### src/rtl/pkt_read_arbiter_if.sv
// Read-port bundle between the network_tx array, the arbiter and the central buffer memory.
// The slave modport is the arbiter's view; master is the view of the requesters plus memory.
interface pkt_read_arbiter_if #(
  parameter int PORT_NUM = 4
);
  logic [PORT_NUM*16-1:0] iv_pkt_raddr;
  logic [PORT_NUM-1:0]    iv_pkt_rd;
  logic [PORT_NUM-1:0]    ov_pkt_raddr_ack;
  logic [15:0]            ov_pkt_raddr;
  logic                   o_pkt_rd;
  logic                   i_pkt_raddr_ack;
  logic [133:0]           iv_pkt_data;
  logic                   i_pkt_data_wr;
  logic [133:0]           ov_pkt_data;
  logic [PORT_NUM-1:0]    ov_pkt_data_wr;

  modport slave (
    input  iv_pkt_raddr, iv_pkt_rd, i_pkt_raddr_ack, iv_pkt_data, i_pkt_data_wr,
    output ov_pkt_raddr_ack, ov_pkt_raddr, o_pkt_rd, ov_pkt_data, ov_pkt_data_wr
  );

  modport master (
    output iv_pkt_raddr, iv_pkt_rd, i_pkt_raddr_ack, iv_pkt_data, i_pkt_data_wr,
    input  ov_pkt_raddr_ack, ov_pkt_raddr, o_pkt_rd, ov_pkt_data, ov_pkt_data_wr
  );
endinterface

### src/rtl/pkt_read_arbiter.sv
// Round-robin sharing of the central buffer read port among PORT_NUM network_tx ports,
// with a tag pipe that steers each returned word back to the port that issued the read.
module pkt_read_arbiter #(
  parameter int PORT_NUM = 4,
  parameter int ID_W     = 2,
  parameter int RD_LAT   = 2
) (
  input  logic                   i_clk,
  input  logic                   i_rst_n,
  pkt_read_arbiter_if.slave      bus,
  output logic                   o_orphan_err,
  output logic [15:0]            ov_orphan_cnt,
  output logic [1:0]             ov_arb_state
);

  typedef enum logic [1:0] {
    IDLE    = 2'd0,
    ISSUE   = 2'd1,
    RELEASE = 2'd2
  } state_e;

  typedef struct packed {
    logic            valid;
    logic [ID_W-1:0] id;
  } tag_t;

  state_e                state_q, state_d;
  logic [ID_W-1:0]       ptr_q, ptr_d;
  logic [ID_W-1:0]       gnt_q, gnt_d;
  logic [15:0]           raddr_q, raddr_d;
  logic [PORT_NUM-1:0]   ack_q, ack_d;
  tag_t [RD_LAT-1:0]     tag_q;
  tag_t                  tag_push, tag_out;
  logic [133:0]          data_q;
  logic [PORT_NUM-1:0]   data_wr_q, data_wr_d;
  logic                  orphan_q, orphan_d;
  logic [15:0]           orphan_cnt_q;
  logic                  rr_hit;
  logic [ID_W-1:0]       rr_id;
  logic [15:0]           addr_arr [PORT_NUM];

  for (genvar p = 0; p < PORT_NUM; p++) begin : g_addr
    assign addr_arr[p] = bus.iv_pkt_raddr[16*p +: 16];
  end

  // First requester at or above the pointer, wrapping past PORT_NUM-1.
  always_comb begin : rr_search
    int idx;
    rr_hit = 1'b0;
    rr_id  = '0;
    idx    = 0;
    for (int i = 0; i < PORT_NUM; i++) begin
      idx = int'(ptr_q) + i;
      if (idx >= PORT_NUM) idx = idx - PORT_NUM;
      if (!rr_hit && bus.iv_pkt_rd[ID_W'(idx)]) begin
        rr_hit = 1'b1;
        rr_id  = ID_W'(idx);
      end
    end
  end

  // NOTE: every signal written here gets a default first, so no path leaves one unassigned (no latch).
  always_comb begin : fsm_next
    state_d  = state_q;
    ptr_d    = ptr_q;
    gnt_d    = gnt_q;
    raddr_d  = raddr_q;
    ack_d    = '0;
    tag_push = '0;
    unique case (state_q)
      IDLE: begin
        if (rr_hit) begin
          gnt_d   = rr_id;
          raddr_d = addr_arr[rr_id];
          state_d = ISSUE;
        end
      end
      ISSUE: begin
        if (bus.i_pkt_raddr_ack) begin
          tag_push     = '{valid: 1'b1, id: gnt_q};
          ack_d[gnt_q] = 1'b1;
          ptr_d        = (gnt_q == ID_W'(PORT_NUM - 1)) ? '0 : gnt_q + ID_W'(1);
          state_d      = RELEASE;
        end
      end
      RELEASE: state_d = IDLE;
      default: state_d = IDLE;
    endcase
  end

  assign tag_out = tag_q[RD_LAT-1];

  always_comb begin : data_steer
    data_wr_d = '0;
    orphan_d  = bus.i_pkt_data_wr && !tag_out.valid;
    if (bus.i_pkt_data_wr && tag_out.valid) data_wr_d[tag_out.id] = 1'b1;
  end

  // NOTE: state uses non-blocking assignments so every register samples pre-edge values.
  always_ff @(posedge i_clk) begin
    if (!i_rst_n) begin
      state_q      <= IDLE;
      ptr_q        <= '0;
      gnt_q        <= '0;
      raddr_q      <= '0;
      ack_q        <= '0;
      // NOTE: the tag pipe is cleared on reset on purpose; a stale tag would misroute late data.
      tag_q        <= '0;
      data_q       <= '0;
      data_wr_q    <= '0;
      orphan_q     <= 1'b0;
      orphan_cnt_q <= '0;
    end else begin
      state_q   <= state_d;
      ptr_q     <= ptr_d;
      gnt_q     <= gnt_d;
      raddr_q   <= raddr_d;
      ack_q     <= ack_d;
      tag_q[0]  <= tag_push;
      for (int k = 1; k < RD_LAT; k++) tag_q[k] <= tag_q[k-1];
      if (bus.i_pkt_data_wr) data_q <= bus.iv_pkt_data;
      data_wr_q <= data_wr_d;
      orphan_q  <= orphan_d;
      if (orphan_d && orphan_cnt_q != 16'hFFFF) orphan_cnt_q <= orphan_cnt_q + 16'd1;
    end
  end

  assign bus.o_pkt_rd         = (state_q == ISSUE);
  assign bus.ov_pkt_raddr     = raddr_q;
  assign bus.ov_pkt_raddr_ack = ack_q;
  assign bus.ov_pkt_data      = data_q;
  assign bus.ov_pkt_data_wr   = data_wr_q;
  assign o_orphan_err         = orphan_q;
  assign ov_orphan_cnt        = orphan_cnt_q;
  assign ov_arb_state         = state_q;

endmodule

### src/flat_wrapper.sv
// flat-port wrapper written by rule: the top's interface ports become plain ports
module pkt_read_arbiter_flat 
#(
  parameter int PORT_NUM = 4,
  parameter int ID_W     = 2,
  parameter int RD_LAT   = 2
)
  (i_clk, i_rst_n, o_orphan_err, ov_orphan_cnt, ov_arb_state, bus_iv_pkt_raddr, bus_iv_pkt_rd, bus_i_pkt_raddr_ack, bus_iv_pkt_data, bus_i_pkt_data_wr, bus_ov_pkt_raddr_ack, bus_ov_pkt_raddr, bus_o_pkt_rd, bus_ov_pkt_data, bus_ov_pkt_data_wr);
  pkt_read_arbiter_if #(.PORT_NUM(PORT_NUM)) bus_i ();
  input  logic i_clk;
  input  logic i_rst_n;
  output logic o_orphan_err;
  output logic [15:0] ov_orphan_cnt;
  output logic [1:0] ov_arb_state;
  input wire logic [$bits(bus_i.iv_pkt_raddr)-1:0] bus_iv_pkt_raddr;
  input wire logic [$bits(bus_i.iv_pkt_rd)-1:0] bus_iv_pkt_rd;
  input wire logic [$bits(bus_i.i_pkt_raddr_ack)-1:0] bus_i_pkt_raddr_ack;
  input wire logic [$bits(bus_i.iv_pkt_data)-1:0] bus_iv_pkt_data;
  input wire logic [$bits(bus_i.i_pkt_data_wr)-1:0] bus_i_pkt_data_wr;
  output wire logic [$bits(bus_i.ov_pkt_raddr_ack)-1:0] bus_ov_pkt_raddr_ack;
  output wire logic [$bits(bus_i.ov_pkt_raddr)-1:0] bus_ov_pkt_raddr;
  output wire logic [$bits(bus_i.o_pkt_rd)-1:0] bus_o_pkt_rd;
  output wire logic [$bits(bus_i.ov_pkt_data)-1:0] bus_ov_pkt_data;
  output wire logic [$bits(bus_i.ov_pkt_data_wr)-1:0] bus_ov_pkt_data_wr;
  assign bus_i.iv_pkt_raddr = bus_iv_pkt_raddr;
  assign bus_i.iv_pkt_rd = bus_iv_pkt_rd;
  assign bus_i.i_pkt_raddr_ack = bus_i_pkt_raddr_ack;
  assign bus_i.iv_pkt_data = bus_iv_pkt_data;
  assign bus_i.i_pkt_data_wr = bus_i_pkt_data_wr;
  assign bus_ov_pkt_raddr_ack = bus_i.ov_pkt_raddr_ack;
  assign bus_ov_pkt_raddr = bus_i.ov_pkt_raddr;
  assign bus_o_pkt_rd = bus_i.o_pkt_rd;
  assign bus_ov_pkt_data = bus_i.ov_pkt_data;
  assign bus_ov_pkt_data_wr = bus_i.ov_pkt_data_wr;
  pkt_read_arbiter #(.PORT_NUM(PORT_NUM), .ID_W(ID_W), .RD_LAT(RD_LAT)) u_core (.i_clk(i_clk), .i_rst_n(i_rst_n), .bus(bus_i), .o_orphan_err(o_orphan_err), .ov_orphan_cnt(ov_orphan_cnt), .ov_arb_state(ov_arb_state));
endmodule
### config.mk
export PLATFORM = sky130hd
export DESIGN_NAME = pkt_read_arbiter_flat
export DESIGN_NICKNAME = d
export VERILOG_FILES = /design/src/rtl/pkt_read_arbiter_if.sv /design/src/rtl/pkt_read_arbiter.sv /design/src/flat_wrapper.sv
export SDC_FILE = /design/constraint.sdc
export NUM_CORES = 1
export LEC_CHECK = 0
export CAP_MARGIN = 20
export CORE_ASPECT_RATIO = 0.7
export CORE_MARGIN = 5
export CORE_UTILIZATION = 30
export DETAILED_ROUTE_END_ITERATION = 16
export PLACE_DENSITY = 0.64
export SETUP_SLACK_MARGIN = 0.02
export SYNTH_ARGS = -nofsm -noshare
export SYNTH_HDL_FRONTEND = slang
export SYNTH_SLANG_ARGS = --single-unit
### constraint.sdc
create_clock -name i_clk -period 2.4 [get_ports i_clk]
set_input_delay 0.72 -clock i_clk [delete_from_list [all_inputs] [get_ports i_clk]]
set_output_delay 0.72 -clock i_clk [all_outputs]
set_load 0.02 [all_outputs]
# Yosys cells after proc, flatten, opt, wreduce, memory -nomap -nowiden
# Index checks and enable logic that the tools add are counted.
# word_totals
regBits	187
in_bits	206
out_inout_bits	178
wordCells	96
# classes
addsub	9
order_cmp	13
eq_ne	5
muxes	36
bitwise	1
n_reduce_logical	19
# op_table
op	n
$bmux 16 s2	1
$mux 16	2
$mux 2	11
$add 16x1->16 const B	1
$lt 2x4->1 const B	4
$ne 16x16->1 const B	1
$mux 1	14
$ge 3x3->1 const B	4
$reduce_and 2->1	5
$bmux 1 s2	4
$logic_and 1x1->1	8
$sub 2x1->2 const B	4
$add 2x2->3 const B	2
$lt 2x3->1 const B	2
$demux 1 s2	2
$ge 2x1->1 const B	2
$logic_not 1->1	4
$pmux 2 s2	1
$add 2x1->3 const B	1
$ge 2x3->1 const B	1
$mux 3	1
$not 2->3	1
$reduce_and 3->1	1
$add 2x1->2 const B	1
other kinds (5)	5

# Depth between registers and ports, before layout
# depth
word_depth	19
ltp_mapped	7
depth_no_buf	6

# Worst setup path before layout
# OpenSTA, ideal clock, no wires.
# synth_path
kind	input -> register
from	in bus_iv_pkt_rd[0]
to	reg u_core.raddr_q[10], in the netlist u_core.bus.ov_pkt_raddr[10]
setup_ps	128
arrival_ps	1819
required_ps	2272
slack_ps	454
path_stages	6
path_buffers	1
path_cell_list	a21oi_1 -> o21ai_1 -> a21oi_2 -> buf_4 -> mux2i_1 -> o221ai_2
# synth_between
elab_chain_len	17
word_cells_on_any_way	31
cone_classes	mux (23); bitwise (1); reduce/logical (7)
# synth_rtl
item	line_no	rtl
start, declared	flat_wrapper.sv:16	input wire logic [$bits(bus_i.iv_pkt_rd)-1:0] bus_iv_pkt_rd;
$bmux 1 s2	pkt_read_arbiter.sv:55	if (!rr_hit && bus.iv_pkt_rd[ID_W'(idx)]) begin
$mux 1 (not written as such) (2 in series)	pkt_read_arbiter.sv:55	
$mux 1	pkt_read_arbiter.sv:55	
$logic_not 1->1	pkt_read_arbiter.sv:55	
$logic_and 1x1->1	pkt_read_arbiter.sv:55	
$mux 1	pkt_read_arbiter.sv:55	
$logic_not 1->1	pkt_read_arbiter.sv:55	
$logic_and 1x1->1	pkt_read_arbiter.sv:55	
$mux 1	pkt_read_arbiter.sv:55	
$logic_not 1->1	pkt_read_arbiter.sv:55	
$logic_and 1x1->1	pkt_read_arbiter.sv:55	
$mux 2	pkt_read_arbiter.sv:55	
$not 2->3 (not written as such)	pkt_read_arbiter.sv:74	raddr_d = addr_arr[rr_id];
$bmux 16 s2	pkt_read_arbiter.sv:74	
$mux 16 (not written as such) (2 in series)	pkt_read_arbiter.sv:74	
end signal, assigned	pkt_read_arbiter.sv:117	raddr_q <= raddr_d;
end, declared	pkt_read_arbiter.sv:30	logic [15:0] raddr_q, raddr_d;
# Several ways; a longest one is shown, not always the timed one. The select of a mux whose other input is x is not followed.
# A chain may end at the register's enable or synchronous reset.

# Final worst setup path
# layout_path
from	reg u_core.orphan_cnt_q[6], in the netlist u_core.ov_orphan_cnt[6]
to	out ov_orphan_cnt[6]
# layout_lines
item	line_no	rtl
start, declared	pkt_read_arbiter.sv:37	logic [15:0] orphan_cnt_q;
start signal, assigned	pkt_read_arbiter.sv:124	if (orphan_d && orphan_cnt_q != 16'hFFFF) orphan_cnt_q <= orphan_cnt_q + 16'd1;
end, declared	flat_wrapper.sv:13	output logic [15:0] ov_orphan_cnt;
# No word-level cell between the ends.

==> summary.md <==
| Metric | Value |
|---|---|
| Via-per-instance ratio | 4.38 |
| Switch Pwr | 0.00203 W |
| Row count | 48 |
| Post-synthesis instance total | 689 |
| Initial antenna violation count | 0 |
| Number of vias in the routed layout | 6159 |
| N_diodes | 0 |
| Gr usage total | 16.1% |
| Number of ports placed on the die boundary | 384 |
| Power Dens Cells | 653 nW/um^2 |
| Cell leakage power | 5.01 nW |
| Routed met1 length | 9790 um |
| Placed inst area | 11800 um^2 |
| Deepest clock path buffer count | 2 |
| Number of gates resized after CTS | 0 |
| Worst skew pair latency | 420 ps |
| Global route overflow | 0 |
| Placeable core region | 24700 um^2 |
| Nets in the synthesized netlist | 900 |
| Sum of routed wire length over all layers | 23800 um |
| Maximum clock frequency | 0.444 GHz |
| Total placed cells including tap cells | 1373 |
| Hold/Removal Path Class | reg -> reg |
| Number of cells in the finished layout apart from fillers | 1405 |
| Detailed placer's ending HPWL | 17900 um |
| Worst IR drop on VDD | 0.456 mV |
| Critical path class | reg -> out |
| Total number of yosys warnings | 0 |
| Post-synthesis share of cell area spent on xor and xnor gates | 0.695% |
| Final design area excluding fillers | 12500 um^2 |
| Fraction of the mapped netlist area in compound gates | 4.95% |
| Share of synthesized area occupied by flip-flops and latches | 49.5% |
| Number of remaining DRC errors | 0 |
| Post-route antenna net violation count | 0 |
| Clock Tree Root | sky130_fd_sc_hd__clkbuf_16 |
| Die area | 28500 um^2 |
| Clock sink count | 187 |
| Worst-path cell chain | clkdlybuf4s50_1 |
| CTS clk-pin slew, worst paths | 70 ps |
| Top cells by area, synth | sky130_fd_sc_hd__dfxtp_1, sky130_fd_sc_hd__mux2i_1, sky130_fd_sc_hd__nor2b_1 |
| Kind of end point of the critical path | primary output |
| Slew Limit Fails | 0 |
| Final RePlAce weighted congestion | 0.789 |
| Highest cell delay on the worst timing path | 670 ps |
| Share of Yosys cell area claimed by the top area cell type | 49.5% |
| Number of stages on the worst setup path | 1 |
| Outcome | completed |
| Cells on worst reg2reg path | 6 |
| Count of buffers from port buffering | 383 |
| Post-Synthesis Mean Instance Area | 11.0 um^2 |
| Number of H-tree levels | 4 |
| Iteration-0 DRC count of the detailed router | 101 |
| Maxcap violations | 0 |
| Combinational group share of total power | 18.9% |
| Library cells used by synthesis | 45 |
| Mean routed wirelength per cell | 16.9 um |
| Arrival time reported for the critical path endpoint | 1530 ps |
| Slowest cell on the critical path | sky130_fd_sc_hd__clkdlybuf4s50_1 |
| Final Power | 0.00817 W |
| Tcrit/Tclk final | 93.8% |
| Seq. cell area | 3740 um^2 |
| Synthesis-stage register bit count | 187 |
| Final core utilization | 50.5% |
| Hold Violations, Final | 0 |
| Area growth syn-to-layout | 65.3% |
| Cell Area, Synth | 7560 um^2 |
| Cell taking the most area after synthesis | sky130_fd_sc_hd__dfxtp_1 |
| RSZ-0062 raised after global routing | no |
| Clock buffers created by TritonCTS | 17 |
| Via count of the first global-routing pass | 6539 |
| Wire length on met2 | 11000 um |
| Slew HR | 65.1% |
| Fraction of layout instances using a drive strength above 1 | 6.30% |
| Area taken by multi-input logic gates | 3590 um^2 |
| Die X-Extent | 200 um |
| Register share of total power | 41.5% |
| Count of endpoints failing setup in the final report | 0 |
| Uppermost layer routed | met4 |
| Global-route wire length before repair | 36100 um |
| Synth Area in Adders | 0.827% |
| Filler cells | 2289 |
| Clock share of power | 39.5% |
| Biggest fanout along the worst timing path | 7 |
| Quantity of hold-fixing buffers added after cts | 0 |
| Cell depth of the worst min-delay path | 1 |
| Die H | 143 um |
| Sum of negative setup slack | 0 ps |
| Layout Skew | 8.24 ps |
| Slew at the pin closest to its max-slew limit | 523 ps |
| Share of cell area taken by muxes after synthesis | 22.6% |
| Pint | 0.00614 W |
| Required time worst endpoint | 1680 ps |
| Launching element type of the critical path | flop |
| Setup Fix Bufs, Post-CTS | 0 |
| Initial core utilization | 30.6% |
| Main combinational cell family by area after synthesis | multiplexers |
| Final critical delay including setup and external delays | 2250 ps |
| Kind of cell adding the most delay to the critical path | buffers and inverters |
| Switching portion of total power | 24.8% |
| Drt first pass iters | 4 |
| Simple-gate area share of the yosys netlist | 18.2% |
| Net count, final | 1278 |
| Met3 layer wire length in the routed design | 2720 um |
| CTS tree | yes |
| Number of buffer and inverter stages on the critical path | 1 |
| Largest net degree at the start of global routing | 71 |
==> cells in the final DEF, fill, tap and decap left out, drive strengths merged, types with 2 or more instances in the layout <==
cell type        n
a21boi           4
xor2             5
buf             20
nor2             5
clkdlybuf4s50  380
nand2           29
dfxtp          187
nand2b           8
nor2b          140
a31oi            3
nor4             2
clkbuf          19
o21ai            4
inv             12
and3             4
a21oi            6
o221ai          16
clkinv           2
bufinv           6
ha               5
mux2i          171
and4             3
nand4            4
and2            18
nor3b            2
nand3            9
nor3             5
==> flip-flops by register name, indices dropped and copies added, names as in the netlist <==
| register | flops |
|---|---|
| u_core.o_orphan_err | 1 |
| u_core.ov_orphan_cnt | 16 |
| u_core.bus.ov_pkt_data | 134 |
| u_core.bus.ov_pkt_data_wr | 4 |
| u_core.ov_arb_state | 2 |
| u_core.bus.ov_pkt_raddr_ack | 4 |
| u_core.bus.ov_pkt_raddr | 16 |
| u_core.ptr_q | 2 |
| u_core.gnt_q | 2 |
| u_core.tag_out | 3 |
| u_core.tag_q | 3 |
==> path summary, 6_finish.rpt <==
kind                                   startpoint                                    to  slack [ps]
max          u_core.ov_orphan_cnt[6]$_SDFFE_PN0P_                      ov_orphan_cnt[6]         150
min                    u_core.tag_q[0]$_SDFF_PN0_          u_core.tag_out[0]$_SDFF_PN0_         430
max reg2reg  u_core.ov_orphan_cnt[0]$_SDFFE_PN0P_  u_core.ov_orphan_cnt[0]$_SDFFE_PN0P_         540
min reg2reg            u_core.tag_q[0]$_SDFF_PN0_          u_core.tag_out[0]$_SDFF_PN0_         430
==> stage by stage <==
| stage | worst slack (ps) | hold slack (ps) |
|---|---|---|
| floorplan | 454 | 412 |
| global placement | -54.5 | 419 |
| detailed placement | -98.5 | 418 |
| CTS | 20.9 | 435 |
| global route | 58.7 | 444 |
| finish | 149 | 434 |
==> power by group through the flow <==
stage	sequential (W)	clock (W)	combinational [W]
after floorplan	0.00367	0	0.000494
after global placement	0.00346	0	0.00155
after detailed placement	0.00346	0	0.00157
after CTS	0.00339	0.00334	0.00157
after global routing	0.00341	0.00348	0.00165
final	0.00339	0.00323	0.00155
==> kinds of logic (layout without fill, tap and decap cells) <==
logic type	after synthesis	after routing
and+or+nand+nor	231	231
DFF	187	187
muxes	171	171
buffers and inverters	50	441
AOI/OAI and AO/OA	39	39
xor gates and xnor gates	6	6
adders and majority gates	5	5
==> metal layers <==
| metal | vias to the layer above | global-route usage, % |
|---|---|---|
| li1 | 3108 | - |
| met1 | 2800 | 18.6 |
| met2 | 230 | 26.7 |
| met3 | 21 | 8.30 |
| met4 | 0 | 3.82 |
| met5 | - | 0 |
==> synth_stat cells (all sizes together) <==
master / number
a22o: 1
nor2b: 140
nand2b: 8
o21ai: 4
clkbuf: 20
ha: 5
nand4: 4
and4: 3
mux2i: 171
nand2: 29
and2: 18
nor3: 5
o41ai: 1
xnor2: 1
and3: 4
a31oi: 3
xor2: 5
nor4: 2
a21boi: 4
nor3b: 2
or4: 1
nand3b: 1
a221oi: 1
nor2: 5
o31ai: 1
dfxtp: 187
inv: 8
o221ai: 16
nand3: 9
a21oi: 6
buf: 22
a22oi: 1
a41o: 1
==> layout make-up <==
type                            count  area share (%)
Clock buffer                       19            3.46
Sequential cell                   187            29.9
Clock inverter                     13            1.88
Multi-Input combinational cell    452            28.7
Timing Repair Buffer              401            32.5
Tap cell                          325            3.25
Inverter                            8           0.240
==> worst register-to-register path, stage by stage, from the launching register on <==
cell                       delay (ps)
sky130_fd_sc_hd__dfxtp_1          400
sky130_fd_sc_hd__ha_1             240
sky130_fd_sc_hd__nand4_1          230
sky130_fd_sc_hd__nor4_4           410
sky130_fd_sc_hd__a21boi_2         150
sky130_fd_sc_hd__xor2_1           160
sky130_fd_sc_hd__and2_1           160
(Power assumes the default switching activity.)
